$ cat config.mk
export PLATFORM = sky130hd
export DESIGN_NAME = instr_queue
export DESIGN_NICKNAME = d
export VERILOG_FILES = /design/src/rtl/iq_pkg.sv /design/src/rtl/iq_pair_check.sv /design/src/rtl/instr_queue.sv
export SDC_FILE = /design/constraint.sdc
export NUM_CORES = 1
export LEC_CHECK = 0
export ABC_AREA = 0
export BUFFER_PORTS_ARGS = -buffer_cell sky130_fd_sc_hd__buf_2
export CELL_PAD_IN_SITES_DETAIL_PLACEMENT = 1
export CELL_PAD_IN_SITES_GLOBAL_PLACEMENT = 1
export CORE_MARGIN = 5
export CORE_UTILIZATION = 45
export DETAILED_ROUTE_END_ITERATION = 6
export GPL_TIMING_DRIVEN = 0
export PLACE_DENSITY_LB_ADDON = 0.1
export SYNTH_ARGS = -nofsm -noshare
export SYNTH_HDL_FRONTEND = slang
export SYNTH_SLANG_ARGS = --single-unit
$ cat constraint.sdc
create_clock -name clk -period 9.7 [get_ports clk]
set_input_delay 0.97 -clock clk [delete_from_list [all_inputs] [get_ports clk]]
set_output_delay 0.97 -clock clk [all_outputs]
set_load 0.03 [all_outputs]
$ cat src/rtl/iq_pkg.sv
// Shared types and constants for the dual-issue instruction queue.
// Opcodes, the NOP encoding and the stored entry layout.
package iq_pkg;

  localparam int IQ_XLEN = 32;

  localparam logic [31:0] IQ_NOP = 32'h0000_0013;

  localparam logic [6:0] OPC_STORE  = 7'b0100011;
  localparam logic [6:0] OPC_BRANCH = 7'b1100011;

  typedef struct packed {
    logic [IQ_XLEN-1:0] instr;
    logic [IQ_XLEN-1:0] pc;
  } iq_entry_t;

endpackage

$ cat src/rtl/iq_pair_check.sv
// Intra-pair RAW detector: blocks slot B when it reads slot A's rd.
// Only instantiated when IQ_PAIR_CHECK_EN is defined.
module iq_pair_check
  import iq_pkg::*;
(
  input  logic [IQ_XLEN-1:0] instr_a_i,
  input  logic [IQ_XLEN-1:0] instr_b_i,
  output logic               pair_ok_o
);

  logic [6:0] opc_a;
  logic [4:0] rd_a;
  logic [4:0] rs1_b;
  logic [4:0] rs2_b;
  logic       a_writes;
  logic       hazard;
  logic       unused_bits;

  assign opc_a = instr_a_i[6:0];
  assign rd_a  = instr_a_i[11:7];
  assign rs1_b = instr_b_i[19:15];
  assign rs2_b = instr_b_i[24:20];

  always_comb begin
    a_writes = 1'b1;
    unique case (1'b1)
      (opc_a == OPC_STORE):  a_writes = 1'b0;
      (opc_a == OPC_BRANCH): a_writes = 1'b0;
      default:               a_writes = 1'b1;
    endcase
  end

  assign hazard = a_writes && (rd_a != 5'd0) &&
                  ((rd_a == rs1_b) || (rd_a == rs2_b));

  assign pair_ok_o = !hazard;

  assign unused_bits = ^{instr_a_i[31:12],
                         instr_b_i[31:25],
                         instr_b_i[14:0]};

endmodule

$ cat src/rtl/instr_queue.sv
// Circular instruction queue: 2-wide push from fetch, 2-wide issue.
// Define IQ_PAIR_CHECK_EN to hold back slot B on an intra-pair RAW.
module instr_queue
  import iq_pkg::*;
#(
  parameter int DATA_WIDTH = 32,
  parameter int DEPTH      = 8
) (
  input  logic                     clk,
  input  logic                     rst,
  input  logic                     flush_i,
  input  logic                     fetch_valid_i,
  input  logic [DATA_WIDTH-1:0]    InstrA_i,
  input  logic [DATA_WIDTH-1:0]    InstrB_i,
  input  logic [DATA_WIDTH-1:0]    PC_i,
  output logic                     fetch_ready_o,
  input  logic                     dec_ready_i,
  output logic [DATA_WIDTH-1:0]    IssueA_o,
  output logic [DATA_WIDTH-1:0]    IssueB_o,
  output logic [DATA_WIDTH-1:0]    PCA_o,
  output logic [DATA_WIDTH-1:0]    PCB_o,
  output logic                     validA_o,
  output logic                     validB_o,
  output logic [$clog2(DEPTH):0]   count_o
);

  localparam int PW = $clog2(DEPTH);
  localparam int CW = PW + 1;

  logic [PW-1:0] head_q, head_d;
  logic [PW-1:0] tail_q, tail_d;
  logic [CW-1:0] count_q, count_d;
  logic [PW-1:0] head_p1;
  logic [PW-1:0] tail_p1;

  iq_entry_t mem_q [DEPTH];
  iq_entry_t ent_a;
  iq_entry_t ent_b;

  logic       push;
  logic       pair_ok;
  logic [1:0] pop_n;

  assign head_p1 = head_q + 1'b1;
  assign tail_p1 = tail_q + 1'b1;

  // Registered count only, so decode readiness never reaches fetch.
  assign fetch_ready_o = (count_q <= CW'(DEPTH - 2));
  assign push = fetch_valid_i && fetch_ready_o && !flush_i;

  assign ent_a = mem_q[head_q];
  assign ent_b = mem_q[head_p1];

`ifdef IQ_PAIR_CHECK_EN
  iq_pair_check u_pair_check (
    .instr_a_i (ent_a.instr),
    .instr_b_i (ent_b.instr),
    .pair_ok_o (pair_ok)
  );
`else
  assign pair_ok = 1'b1;
`endif

  assign validA_o = (count_q != '0);
  assign validB_o = (count_q >= CW'(2)) && pair_ok;

  assign IssueA_o = validA_o ? ent_a.instr : IQ_NOP;
  assign IssueB_o = validB_o ? ent_b.instr : IQ_NOP;
  assign PCA_o    = validA_o ? ent_a.pc : '0;
  assign PCB_o    = validB_o ? ent_b.pc : '0;
  assign count_o  = count_q;

  assign pop_n = dec_ready_i ?
                 ({1'b0, validA_o} + {1'b0, validB_o}) : 2'd0;

  always_comb begin
    head_d  = head_q;
    tail_d  = tail_q;
    count_d = count_q;
    if (flush_i) begin
      head_d  = '0;
      tail_d  = '0;
      count_d = '0;
    end else begin
      if (push) begin
        tail_d = tail_q + PW'(2);
      end
      head_d  = head_q + PW'(pop_n);
      count_d = count_q + (push ? CW'(2) : CW'(0)) - CW'(pop_n);
    end
  end

  always_ff @(posedge clk or negedge rst) begin
    if (!rst) begin
      head_q  <= '0;
      tail_q  <= '0;
      count_q <= '0;
    end else begin
      head_q  <= head_d;
      tail_q  <= tail_d;
      count_q <= count_d;
    end
  end

  // Payload storage carries no reset; occupancy is tracked by count.
  always_ff @(posedge clk) begin
    if (push) begin
      mem_q[tail_q]  <= '{instr: InstrA_i, pc: PC_i};
      mem_q[tail_p1] <= '{instr: InstrB_i,
                          pc: PC_i + DATA_WIDTH'(4)};
    end
  end

endmodule

==> impl_metrics.csv <==
group,metric,value,unit
die,die_x,258.6,microns
yosys,syn_inst,2056,
cts,clockBufferDepth,3,
timing,finalSetupViolations,0,
die,dieHeight,258.6,microns
yosys,synth_cell_types,43,
cts,clock-sinks,521,
worst_setup_path,cp-end-kind,"output port",
final_layout,regArea,15600,sq um
worst_setup_path,crit_type,"flop to output port",
placement,port_buffers,212,
job,max-cap-violations,0,
final_layout,fill_cells,6267,
cts,h-tree-depth,2,
detailed_routing,dr.first_iter.drc_count,1776,
detailed_routing,viasPerCell,6.032,
worst_setup_path,critPathMaxFanout,10,
power_and_ir_drop,powerDensity,294.1,nW/um^2
cts,cts.repair.resized,0,
final_layout,final_cell_mix,"nand2_1, edfxtp_1, buf_2, mux4_2, clkbuf_1",
detailed_routing,drc,0,
run_status,status,"finished clean",
yosys,syn_area,27820,sq um
global_routing,antenna_found_initial,8,
die,dieArea,66890,sq um
timing,grt_setup_unrepaired,"no",
yosys,seq_area_frac_synth,56.08,%
die,row_count,91,
detailed_routing,drt-total-wl,95.38,mm
timing,finClkSkew,0.01334,ns
timing,slew_headroom,4.020,%
final_layout,syn_to_final_growth,15.02,%
power_and_ir_drop,vdd_drop_max,0.2092,mV
placement,dp_hpwl,63.05,mm
global_routing,grt_pass1_wl,137.8,mm
timing,finalHoldViolations,0,
worst_setup_path,worstPathArrival,4.28,ns
yosys,ys_warn_count,0,
global_routing,track_usage,28.11,%
timing,slew_viol_final,0,
cts,post-cts-setup-buffers,0,
final_layout,finalNetCount,2451,
cts,cts_tree,"done",
timing,tightest_slew,1.435,ns
detailed_routing,drtAntennaViolNets,0,
cts,hold_buffers,0,
worst_setup_path,worstSetupStartpoint,"count_o[2]$_DFF_PN0_",
yosys,synth_edf_count,512,
worst_setup_path,cp-start-kind,"flop",
cts,clk_pin_slew,0.06,ns
yosys,ys_async_sr_fraction,1.727,%
placement,gp_congestion,0.7804,
detailed_routing,num_vias,19132,
die,io_pins,236,
final_layout,mostFrequentLayoutCell,"nand2_1",
power_and_ir_drop,power.leakage,0.01125,uW
global_routing,grt-ovfl-total,0,
yosys,ys_ff_latch,521,
detailed_routing,wire_per_inst,30.07,microns
global_routing,grt_max_degree,49,
global_routing,grt_pass1_vias,20358,
worst_hold_path,hp-class,"input pin to asynchronous set/reset pin",
final_layout,multi_input_comb_area,11200,sq um
worst_setup_path,r2r_start,"count_o[2]$_DFF_PN0_",
yosys,synthFlopType,"edfxtp_1",
die,core_area,61480,sq um
final_layout,drive_above_1_share,27.63,%
placement,dp_cells,3067,
timing,fin_crit_sh,54.08,%
cts,clockRootBuffer,"clkbuf_16",
yosys,avgSynthCellArea,13.53,sq um
cts,clk_latency,0.61,ns
worst_setup_path,crit_required,8.73,ns
yosys,synth_fp_nets,2173,
detailed_routing,drt_pass1_iterations,5,
timing,tns,0,ns
timing,fmax,190.6,MHz
final_layout,post_layout_nonfiller_instances,3172,
timing,fin_crit,5.246,ns
die,start_util,45.24,%
cts,cts_buffers,55,
## metal layers
layer / up-vias / GRT usage, % / wire (microns)
met5: - / 0 / 35
met4: 6 / 6.301 / 2194
met3: 142 / 4.472 / 6918
met2: 821 / 49.04 / 48870
met1: 10068 / 37.60 / 37360
li1: 8095 / - / -
## flip-flops by register name, indices dropped and copies added (netlist names)
| signal | count |
|---|---|
| head_q | 3 |
| tail_q | 2 |
| mem_q | 512 |
| count_o | 4 |
## power breakdown
group	switching, uW	internal (uW)	leakage [uW]
combinational	2940	1530	0.00558
clock	901	1330	0.000913
sequential	70.2	2640	0.00476
## synthesized netlist by cell type, drive strengths merged, types with 3 or more instances
cell type  instances  area [sq um]
nand4             13         108.9
xnor2             72         630.6
inv               22         82.57
nor4               5         67.56
edfxtp           512         15370
buf               80         429.2
clkbuf           134         503.0
and3               4         25.02
nor3               6         30.03
ha                13         162.7
dfrtp              9         225.2
fa                 3         60.06
mux4             256          5766
nand2            588          2207
nand3             20         100.1
nor2b              8         50.05
xor2              49         429.2
a21oi             63         315.3
and4               3         27.53
nor2             118         452.9
mux2i             64         640.6
and2               3         18.77
## stage by stage
step / util, % / worst slack [ns] / power [uW] / hold WS (ns) / cell area (sq um)
floorplan: - / 6.125 / 5690 / 0.5595 / 27820
global placement: 48.58 / 3.409 / 7142 / 0.5876 / 29870
detailed placement: 48.99 / 5.162 / 7230 / 0.6104 / 30120
CTS: 52.02 / 4.485 / 9448 / 0.1968 / 31980
global route: 52.02 / 4.327 / 9765 / 0.2147 / 31990
finish: 52.04 / 4.454 / 9408 / 0.2280 / 31990
## worst max-delay path, cell delays in order (launching register included)
cell,delay (ns)
dfrtp_1,0.46
inv_1,0.09
ha_1,0.15
nor2b_1,0.14
clkbuf_1,0.64
inv_1,0.41
nor2_2,0.44
buf_8,0.22
clkbuf_1,0.61
nor2_1,0.24
buf_2,0.24
## worst paths after layout
check | end | slack, ns | cells past startpoint
setup reg to reg | count_o[3]$_DFF_PN0_ | 5.25 | 17
hold reg to reg | tail_q[2]$_DFFE_PN0N_ | 0.62 | 2
max in group asynchronous | tail_q[1]$_DFFE_PN0N_ | 9.25 | 1
setup / recovery | PCA_o[30] | 4.45 | 10
hold / removal | head_q[1]$_DFF_PN0_ | 0.23 | 1
min in group clk | tail_q[2]$_DFFE_PN0N_ | 0.62 | 2
## cell families (layout without fill, tap and decap cells)
family                     count (synthesis)  count (layout)  synth area share, %
AOI/OAI and AO/OA                         67              67                1.291
adders and majority gates                 16              16               0.8007
DFF                                      521             521                56.08
xor gates and xnor gates                 121             121                3.810
and+or+nand+nor                          773             773                11.29
muxes                                    320             320                23.03
buffers and inverters                    238             560                3.693
other                                      0               4                    0
## area by class of cell
class,count,area share (%)
sequential,521,48.76
tap,790,3.089
clock inverter,36,1.396
antenna,4,0.03129
inverter,23,0.2933
clock buffer,65,4.419
multi-input combinational,1297,35.01
timing repair buffer,221,4.028
buffer,215,2.972
Power figures use the tool's default switching activity.
